### config.mk
export PLATFORM = sky130hd
export DESIGN_NAME = rptr_empty
export DESIGN_NICKNAME = d
export VERILOG_FILES = /design/src/rtl/fifo_pkg.sv /design/src/rtl/fifo_gray2bin.sv /design/src/rtl/rptr_empty.sv
export SDC_FILE = /design/constraint.sdc
export NUM_CORES = 1
export LEC_CHECK = 0
export BUFFER_PORTS_ARGS = -buffer_cell sky130_fd_sc_hd__buf_2
export CORE_MARGIN = 3
export CORE_UTILIZATION = 43
export DETAILED_ROUTE_END_ITERATION = 8
export PLACE_DENSITY = 0.71
export SLEW_MARGIN = 25
export SYNTH_ARGS = -nofsm -noshare
export SYNTH_HDL_FRONTEND = slang
export SYNTH_HIERARCHICAL = 1
export SYNTH_SLANG_ARGS = --single-unit
### constraint.sdc
create_clock -name rclk -period 4.6 [get_ports rclk]
set_input_delay 0.92 -clock rclk [delete_from_list [all_inputs] [get_ports rclk]]
set_output_delay 0.92 -clock rclk [all_outputs]
set_load 0.02 [all_outputs]
### src/rtl/fifo_pkg.sv
// fifo_pkg
// Shared FIFO constants and pointer-code helpers, used by both the read-side
// and write-side pointer blocks so that both sides agree on the Gray code.
//   FIFO_ADDRSIZE : default FIFO address width (depth = 2**FIFO_ADDRSIZE)
//   bin2gray      : binary -> reflected Gray code (32-bit, zero-extend narrower values)
//   gray2bin      : reflected Gray code -> binary (32-bit, zero-extend narrower values)
// Zero-extending a narrower pointer into these functions is exact: leading
// zeros map to leading zeros in both directions, so callers truncate the result.
package fifo_pkg;

    localparam int FIFO_ADDRSIZE = 4;

    function automatic logic [31:0] bin2gray(input logic [31:0] b);
        return b ^ (b >> 1);
    endfunction

    function automatic logic [31:0] gray2bin(input logic [31:0] g);
        logic [31:0] b;
        b[31] = g[31];
        for (int i = 30; i >= 0; i--) begin
            b[i] = b[i+1] ^ g[i];
        end
        return b;
    endfunction

endpackage

### src/rtl/fifo_gray2bin.sv
// fifo_gray2bin
// Combinational Gray-to-binary converter for a pointer of WIDTH bits.
// Ports:
//   gray : input  [WIDTH-1:0]  Gray-coded pointer
//   bin  : output [WIDTH-1:0]  equivalent binary pointer
module fifo_gray2bin
    import fifo_pkg::*;
#(
    parameter int WIDTH = 5
) (
    input  logic [WIDTH-1:0] gray,
    output logic [WIDTH-1:0] bin
);

    assign bin = WIDTH'(gray2bin(32'(gray)));

endmodule

### src/rtl/rptr_empty.sv
// rptr_empty
// Read-side pointer and status logic of an asynchronous FIFO. Keeps the binary
// read pointer, publishes its Gray copy to the write-side synchronizer and
// derives empty / almost-empty / occupancy from the synchronized write pointer.
// Single clock domain (rclk), synchronous active-high reset (rrst).
//
// Parameters:
//   ADDRSIZE  : address width, depth = 2**ADDRSIZE (>= 2)
//   AE_THRESH : almost-empty threshold in entries (< 2**ADDRSIZE)
// Ports:
//   rclk          : in   read clock
//   rrst          : in   synchronous reset, active high, wins over rinc
//   rinc          : in   read request, ignored while rempty
//   rq2_wptr      : in   Gray write pointer, already synchronized into rclk
//   rempty        : out  registered empty flag
//   raddr         : out  memory read address (straight from the pointer register)
//   rptr          : out  registered Gray read pointer
//   rlevel        : out  registered occupancy, 0..2**ADDRSIZE
//   ralmost_empty : out  registered, occupancy <= AE_THRESH
//   runderflow    : out  sticky read-while-empty error
// Build option:
//   RPTR_UNDERFLOW_EN : when defined, runderflow is detected and held until
//                       rrst; otherwise runderflow is tied low.
module rptr_empty
    import fifo_pkg::*;
#(
    parameter int ADDRSIZE  = FIFO_ADDRSIZE,
    parameter int AE_THRESH = 2
) (
    input  logic                rclk,
    input  logic                rrst,
    input  logic                rinc,
    input  logic [ADDRSIZE:0]   rq2_wptr,
    output logic                rempty,
    output logic [ADDRSIZE-1:0] raddr,
    output logic [ADDRSIZE:0]   rptr,
    output logic [ADDRSIZE:0]   rlevel,
    output logic                ralmost_empty,
    output logic                runderflow
);

    localparam logic [ADDRSIZE:0] AE_LIM = (ADDRSIZE+1)'(AE_THRESH);

    logic [ADDRSIZE:0] rbin;
    logic [ADDRSIZE:0] rbnext;
    logic [ADDRSIZE:0] rgnext;
    logic [ADDRSIZE:0] wbin;
    logic [ADDRSIZE:0] level_next;
    logic              rd_en;

    fifo_gray2bin #(
        .WIDTH (ADDRSIZE + 1)
    ) u_wptr_g2b (
        .gray (rq2_wptr),
        .bin  (wbin)
    );

    assign rd_en  = rinc & ~rempty;
    assign rbnext = rbin + {{ADDRSIZE{1'b0}}, rd_en};
    assign rgnext = (ADDRSIZE+1)'(bin2gray(32'(rbnext)));
    assign raddr  = rbin[ADDRSIZE-1:0];

    // Occupancy is taken against the post-read pointer so that a read and a
    // write landing in the same cycle net out correctly; the extra pointer bit
    // lets a full FIFO (difference of 2**ADDRSIZE) be told apart from empty.
    assign level_next = wbin - rbnext;

    always_ff @(posedge rclk) begin
        if (rrst) begin
            rbin          <= '0;
            rptr          <= '0;
            rempty        <= 1'b1;
            rlevel        <= '0;
            ralmost_empty <= 1'b1;
        end else begin
            rbin          <= rbnext;
            rptr          <= rgnext;
            rempty        <= (rgnext == rq2_wptr);
            rlevel        <= level_next;
            ralmost_empty <= (level_next <= AE_LIM);
        end
    end

`ifdef RPTR_UNDERFLOW_EN
    logic underflow_q;

    always_ff @(posedge rclk) begin
        if (rrst) begin
            underflow_q <= 1'b0;
        end else if (rinc && rempty) begin
            underflow_q <= 1'b1;
        end
    end

    assign runderflow = underflow_q;
`else
    assign runderflow = 1'b0;
`endif

endmodule

# Word-level counts from Yosys, hierarchy flattened
# Cells that the tools add are included.
[word_totals]
ff_bits = 17
in_bits = 8
output_inout_bits = 17
elab_cells = 16
[classes]
addsub = 2
magnitude_cmp = 1
n_eq_ne = 1
bitwise = 7
[ops]
columns = ["operator", "n"]
rows = [
  ["$add 5x1->5", 1],
  ["$eq 5x5->1", 1],
  ["$le 5x2->1 const B", 1],
  ["$sub 5x5->5", 1],
  ["$xor 5x4->5", 1],
  ["$xor 1x1->1", 4],
  ["$and 1x1->1", 1],
  ["$not 1->1", 1],
]

# Logic depth before layout (Yosys ltp)
# Gate-level depths: netlist of run 1.
[logic_depth]
ltp_word = 6
ltp_mapped = 11
ltp_nobuf = 11

# Hierarchy
# Netlist of run 1, hierarchy kept.
[modules_own_cells]
columns = ["mod", "n_inst", "cells_per_inst", "area_per_inst_um2", "seq_area_each_um2"]
rows = [
  ["rptr_empty", 1, 94, 934.6, 320.3],
  ["fifo_gray2bin", 1, 6, 72.6, 0.0],
]

# Worst setup path after synthesis of run 1
# Ideal clock, no wire load.
[synth_path]
path_kind = "input to register"
startpoint = "in rq2_wptr[3]"
endpoint = "reg ralmost_empty"
setup_ns = 0.125
arrival_time_ns = 2.610
required_ns = 4.475
slack_ns = 1.864
stages = 9
path_buffers = 0
path_cell_list = "xor2_2 -> xnor3_1 -> inv_1 -> ha_1 -> inv_1 -> ha_1 -> or4_1 -> o211ai_2 -> nor4b_2"
[synth_between]
elab_chain_cells = 6
[synth_rtl]
columns = ["item", "line", "text"]
rows = [
  ["start, declared", "rptr_empty.sv:33", "input logic [ADDRSIZE:0] rq2_wptr,"],
  ["$xor 1x1->1 (4 in series)", "fifo_pkg.sv:21", "b[i] = b[i+1] ^ g[i];"],
  ["named net wbin[0]", "rptr_empty.sv:47", "logic [ADDRSIZE:0] wbin;"],
  ["$sub 5x5->5", "rptr_empty.sv:66", "assign level_next = wbin - rbnext;"],
  ["$le 5x2->1", "rptr_empty.sv:80", "ralmost_empty <= (level_next <= AE_LIM);"],
  ["end signal, assigned", "rptr_empty.sv:80", ""],
  ["end, declared", "rptr_empty.sv:38", "output logic ralmost_empty,"],
]
# The timed path passes the listed nets, and every way through them passes these cells.
# A chain may end at the register's enable or synchronous reset.

# Worst setup path after layout of run 1
[layout_path]
startpoint = "in rq2_wptr[4]"
endpoint = "reg ralmost_empty"
[layout_between]
elab_chain_cells = 6
[layout_rtl]
columns = ["item", "line"]
rows = [
  ["$xor 1x1->1", "fifo_pkg.sv:21"],
  ["named net wbin[3]", "rptr_empty.sv:47"],
  ["$xor 1x1->1 (3 in series)", "fifo_pkg.sv:21"],
  ["named net wbin[0]", "rptr_empty.sv:47"],
  ["$sub 5x5->5", "rptr_empty.sv:66"],
  ["$le 5x2->1", "rptr_empty.sv:80"],
]
# The timed path passes the listed nets, and every way through them passes these cells.

==> results.md, run 1 <==
* Met2 wire length at 825 um
* Clock transition at the register clock pins on the worst setup and hold paths after CTS at 90 ps
* Most used DFF post-synth: dfxtp_1
* Leftover overflow at the end of global routing at 0
* Dpl hpwl at 1440 um
* Final number of max-transition violations at 0
* Fraction of the yosys area taken by sequential cells at 0.318
* CTS Hold Bufs at 0
* Port bufs at 23
* Biggest area consumer among synthesized cells: dfxtp_1
* P per Cell Area at 320 mW/mm2
* Routed wirelength normalized by instance count at 12.2 um
* Bufs on Longest Clock Path at 2
* Worst setup margin at 1870 ps
* Setup Crit Path Kind: input pin to flip-flop
* Largest cells by area after synthesis: dfxtp_1, xnor2_1, ha_1, nor2_1, xor2_1
* Total of max-cap violations at 0
* Initial core utilization at 0.484
* TNS Setup at 0 ps
* Post-synth net total at 112
* Area of the die at 0.00296 mm2
* Post-Synthesis Cells at 100
* Placement-stage worst setup slack at 1590 ps
* Number of DRC violations after detailed routing at 0
* WL met1 at 863 um
* Max rail drop VDD at 0.000134 V
* Largest net degree at the start of global routing at 15
* Height of the chip at 54.4 um
* Row count at 16
* Post-Syn Area per Cell at 10.1 um2
* Async SR Flop Fraction at 0
* Clock Sink Count at 16
* Count of instances resized after the clock tree is built at 0
* Vias after detailed routing at 740
* Routed length on met3 at 100 um
* Post-layout nets at 136
* Inserted Clock Buffers at 3
* Area inside the core boundary at 0.00208 mm2
* Ratio of cells with drive above 1 in the final layout at 0.311
* Setup repair after global routing missed its margin: false
* Result of the run: completed
* Category of the worst setup path capture point: flip-flop
* First-pass GRT wire length at 3110 um
* Sum of routed wire length over all layers at 1820 um
* H-Tree Depth at 1
* Post-synth EDFFs at 0
* Number of distinct library cell variants in the gate-level netlist after synthesis at 37
* Initial antenna violation count at 0
* Total standard cell area after synthesis at 0.00101 mm2
* Setup crit start kind: input pin
* Insertion delay of the later-clocked pin in the worst-skew pair at 280 ps
* Total routing resource utilization after global routing at 0.150
* Max Freq at 367 MHz
* Leakage power at 0.000530 uW
* Data arrival time of the worst path at 2900 ps
* Detailed Routing Iterations Pass 1 at 4
* Number of failing setup endpoints in the final timing report at 0
* Width of the die at 54.4 um
* Post-synthesis sequential element count at 16
* HP Class: flip-flop to flip-flop
* TritonCTS clock tree: built
* Worst Clk Skew at 0.904 ps
* Vias/cell at 4.97
* Area added between synthesis and finish at 13.7%
* Number of routed nets with antenna violations at 0
* Warnings from Yosys at 6
* Post-route minimum period at 2730 ps
* Number of design-rule violations left by the first detailed-router iteration at 15
* Worst path required time at 4770 ps
* Hold violation count in the final report at 0
* CTS root buffer: clkbuf_4
* CP max FO at 4
* Routability cong. at 0.789
* # IOs at 25
* Filler instances at 207
* Period utilization at 0.592
* Commonest cells in the netlist: dfxtp_1, xnor2_1, nor2_1, nand2_1, xor2_1
* Reg2Reg Setup Slack at 2250 ps
* Via count of the first global-routing pass at 698
* Minimum hold slack at 647 ps
* Antenna diodes at 0
* Cell with the most instances after synthesis: dfxtp_1
* Highest Signal Layer: met4
* Post-CTS Setup Bufs at 0
* Synth top area share at 0.318
## state kept, by name, summed over array words and instances (netlist names)
| register | cells |
|---|---|
| rlevel | 5 |
| rptr | 5 |
| rbin | 4 |
| ralmost_empty | 1 |
| rempty | 1 |
## final timing paths
path,end,depth (start not counted),startpoint
setup / recovery,ralmost_empty,10,rq2_wptr[4]
hold / removal,rptr[4],2,rptr[4]
setup reg to reg,ralmost_empty,9,rbin[0]
hold reg to reg,rptr[4],2,rptr[4]
## cell usage in the layout, fill, tap and decap left out
cell type / instances
ha_1: 4
xor2_4: 1
mux2i_4: 1
nand3_1: 1
nand2b_1: 2
xor2_1: 5
buf_2: 23
xor3_1: 1
o31a_1: 1
xnor3_1: 1
or2_2: 1
nor2_1: 13
o31ai_1: 1
nor4b_2: 1
and3b_1: 1
nor2b_1: 4
nand3_2: 1
xnor2_2: 1
nand2_1: 6
or4_1: 1
xor2_2: 1
xnor2_1: 14
and2_1: 1
mux2i_1: 2
o21ai_0: 2
nor3_1: 1
o21a_2: 1
inv_1: 4
o211ai_1: 1
o21a_1: 1
dfxtp_1: 16
o211ai_2: 1
and2_4: 1
conb_1: 1
clkbuf_4: 3
o21ai_2: 1
o41ai_2: 1
## power breakdown
part | switching [uW] | internal (uW) | leakage, uW
Clock | 41.3 | 30.4 | 0.0000138
Combinational | 77.7 | 59.6 | 0.000385
Sequential | 4.42 | 153 | 0.000132
Total | 123 | 243 | 0.000530
## worst max-delay path, cell delays in order
cell and delay (ps):
buf_2 140, xor2_2 280, xnor3_1 370, inv_1 70, ha_1 140, inv_1 50, ha_1 200, or4_1 570
o211ai_2 90, nor4b_2 60
## through the flow
| step | instances | total power [uW] | utilization | area, um2 |
|---|---|---|---|---|
| 2_1_floorplan | 100 | 267 | - | 1010 |
| 3_3_place_gp | 146 | 297 | 0.539 | 1120 |
| 3_5_place_dp | 146 | 297 | 0.539 | 1120 |
| 4_1_cts | 149 | 372 | 0.550 | 1140 |
| 5_1_grt | 149 | 395 | 0.550 | 1140 |
| 6_report | 149 | 367 | 0.550 | 1140 |
## metal layers
layer | global-route usage | vias to the layer above
li1 | - | 372
met1 | 0.197 | 342
met2 | 0.229 | 21
met3 | 0.0327 | 5
met4 | 0.0747 | 0
met5 | 0 | -
## final cells by class
type,instances,area (um2),area share
clock buffer,3,22.5,0.0197
inverter,4,15.0,0.0131
multi-input combinational,76,638,0.557
sequential,16,320,0.280
tap,27,33.8,0.0295
timing repair buffer,23,115,0.101
## logic make-up after synthesis
group	after synthesis	synth area share
and+or+nand+nor	34	0.180
DFF	16	0.318
adders and majority gates	4	0.0497
muxes	3	0.0422
other	1	0.00372
AOI/OAI and AO/OA	10	0.0870
buffers and inverters	8	0.0484
xor gates and xnor gates	24	0.271
No activity file was read; power rests on OpenSTA's default activity.
==> run 2, diff against run 1 <==
--- a/config.mk
+++ b/config.mk
@@ -5,11 +5,13 @@
 export SDC_FILE = /design/constraint.sdc
 export NUM_CORES = 1
 export LEC_CHECK = 0
+export ABC_AREA = 1
 export BUFFER_PORTS_ARGS = -buffer_cell sky130_fd_sc_hd__buf_2
+export CORE_ASPECT_RATIO = 0.5
 export CORE_MARGIN = 3
 export CORE_UTILIZATION = 43
 export DETAILED_ROUTE_END_ITERATION = 8
-export PLACE_DENSITY = 0.71
+export PLACE_DENSITY = 0.7
 export SLEW_MARGIN = 25
 export SYNTH_ARGS = -nofsm -noshare
 export SYNTH_HDL_FRONTEND = slang
==> constraint.sdc (replaced) <==
create_clock -name rclk -period 2.6 [get_ports rclk]
set_input_delay 0.52 -clock rclk [delete_from_list [all_inputs] [get_ports rclk]]
set_output_delay 0.52 -clock rclk [all_outputs]
set_load 0.02 [all_outputs]
==> results.md, run 2 <==
* Category of the worst setup path capture point: flip-flop
* Most used DFF post-synth: dfxtp_1
* Warnings from Yosys at 6 (unchanged)
* Post-route minimum period at 2130 ps
* Post-layout nets at 211 (+55%)
* Detailed Routing Iterations Pass 1 at 4 (unchanged)
* Placed standard-cell area at 0.00126 mm2 (+12%)
* Data arrival time of the worst path at 2280 ps (-620 ps)
* Worst Clk Skew at 0.849 ps (-0.0549 ps)
* Routed wirelength normalized by instance count at 10.7 um (-13%)
* Post-Synthesis Cells at 174 (+74%)
* Largest cells by area after synthesis: dfxtp_1, nand2_1, inv_1, nand3_1, ha_1
* CTS Hold Bufs at 0 (unchanged)
* Routability cong. at 0.779 (-1.3%)
* Total of max-cap violations at 0 (unchanged)
* Final number of max-transition violations at 0 (unchanged)
* Synth top area share at 0.287 (-0.0313)
* Number of distinct library cell variants in the gate-level netlist after synthesis at 23 (-38%)
* Placement-stage worst setup slack at 255 ps (-1330 ps)
* Minimum hold slack at 602 ps (-44.8 ps)
* HP Class: input pin to flip-flop
* Most frequent cells in the layout: nand2_1, inv_1, buf_2
* Post-synth EDFFs at 0 (unchanged)
* Multi-input combinational cell area at 666 um2 (+4.3%)
* Post-synthesis sequential element count at 16 (unchanged)
* Sum of routed wire length over all layers at 2480 um (+36%)
* Leftover overflow at the end of global routing at 0 (unchanged)
* Initial antenna violation count at 0 (unchanged)
* Antenna diodes at 0 (unchanged)
* Number of routed nets with antenna violations at 0 (unchanged)
* Filler instances at 252 (+22%)
* CTS root buffer: clkbuf_8
* Setup repair after global routing missed its margin: false
* Insertion delay of the later-clocked pin in the worst-skew pair at 250 ps (-30 ps)
* Via count of the first global-routing pass at 1,006 (+44%)
* Number of failing setup endpoints in the final timing report at 0 (unchanged)
* P per Cell Area at 519 mW/mm2 (+62%)
* Max Freq at 471 MHz
* Port bufs at 23 (unchanged)
* Area of the die at 0.00328 mm2 (+11%)
* Clock Sink Count at 16 (unchanged)
* Width of the die at 78.1 um (+44%)
* CP max FO at 5 (+1)
* Post-Syn Area per Cell at 6.42 um2 (-36%)
* TritonCTS clock tree: built
* Setup crit start kind: input pin
* Worst setup margin at 475 ps (-1400 ps)
* Vias after detailed routing at 1,087 (+47%)
* Dpl hpwl at 1950 um (+36%)
* Largest net degree at the start of global routing at 14 (-1)
* Period utilization at 0.817
* Final cell area excluding filler cells at 0.00131 mm2 (+15%)
* Vias/cell at 4.67 (-6.1%)
* Ratio of cells with drive above 1 in the final layout at 0.237 (-0.0741)
* Hold violation count in the final report at 0 (unchanged)
* Biggest area consumer among synthesized cells: dfxtp_1
* Total standard cell area after synthesis at 0.00112 mm2 (+11%)
* TNS Setup at 0 ps (unchanged)
* Inserted Clock Buffers at 3 (unchanged)
* Register Area at 320 um2 (unchanged)
* Async SR Flop Fraction at 0 (unchanged)
* Max rail drop VDD at 0.000195 V (+45%)
* Area inside the core boundary at 0.00234 mm2 (+13%)
* Fraction of the yosys area taken by sequential cells at 0.287 (-0.0313)
* Row count at 12 (-4)
* Post-CTS Setup Bufs at 0 (unchanged)
* Bufs on Longest Clock Path at 2 (unchanged)
* Post-synth net total at 186 (+66%)
* Largest registers ranked by flip-flop count: rlevel (5), rptr (5), rbin (4)
* Height of the chip at 42.0 um (-23%)
* Total routing resource utilization after global routing at 0.172 (+0.0220)
* Power after layout at 682 uW (+86%)
* Result of the run: completed
* Setup Crit Path Kind: input pin to flip-flop
* Initial core utilization at 0.477 (-0.00674)
* Area added between synthesis and finish at 17.5%
* Commonest cells in the netlist: nand2_1, inv_1, nand3_1, dfxtp_1, nor2_1
* Most common cell after layout, fill and taps aside: nand2_1
* Number of design-rule violations left by the first detailed-router iteration at 42 (+27)
* H-Tree Depth at 1 (unchanged)
* First-pass GRT wire length at 4460 um (+44%)
* Clock transition at the register clock pins on the worst setup and hold paths after CTS at 70 ps (-20 ps)
* Worst path required time at 2750 ps (-2020 ps)
* # IOs at 25 (unchanged)
* Number of DRC violations after detailed routing at 0 (unchanged)
* Count of instances resized after the clock tree is built at 0 (unchanged)
* Cell with the most instances after synthesis: nand2_1
* Leakage power at 0.000756 uW (+43%)
==> run 2: final timing paths <==
kind,to,slack [ps],cells past startpoint,start
setup / recovery,ralmost_empty,470,18,rq2_wptr[4]
hold / removal,rlevel[0],600,2,rrst
setup reg to reg,ralmost_empty,480,16,rempty
hold reg to reg,rptr[0],640,3,rbin[1]
==> run 2: per-layer routing <==
layer,up-vias,part of all wire,track usage
met3,0,0.033,0.0515
li1,581,-,-
met5,-,0,0
met1,491,0.52,0.236
met4,0,0,0.0314
met2,15,0.45,0.269
==> run 2: final cells by class <==
class,count,share of cell area
Timing Repair Buffer,23,0.0877
Tap cell,35,0.0334
Inverter,30,0.0858
Clock buffer,4,0.0419
Sequential cell,16,0.244
Multi-Input combinational cell,125,0.507
==> run 2: report_power, final <==
part	switching (uW)	internal (uW)
Clock	90.8	134
Combinational	121	65.0
Sequential	6.23	264
Total	218	463
==> run 2: through the flow <==
step	util	instances
floorplan	-	174
CTS	0.560	233
global placement	0.537	229
finish	0.560	233
detailed placement	0.537	229
global route	0.560	233
==> run 2: cells by family (layout without fill, tap and decap cells) <==
kind of cell | Yosys count | in the layout | share of synthesized area
buffers and inverters | 33 | 57 | 0.118
AND/OR/NAND/NOR | 112 | 112 | 0.493
AO/OA/AOI/OAI | 6 | 6 | 0.0392
adder cells (fa/ha/maj) | 4 | 4 | 0.0448
other | 1 | 1 | 0.00336
XOR/XNOR | 2 | 2 | 0.0157
flip-flops | 16 | 16 | 0.287
==> run 2: worst max-delay path, cell delays in order <==
cell     delay (ps)
buf_2           130
inv_1            60
nand2_1         110
nand3_2         120
nand2_2         120
nand2_2          60
nand2_1         100
nand2_1          90
and2_1          170
ha_1            190
inv_1           140
nand2_1          70
nand2_1          50
nand2_1          60
nand2_1          60
nand2_1          60
nor2_2          110
nor2_2           40
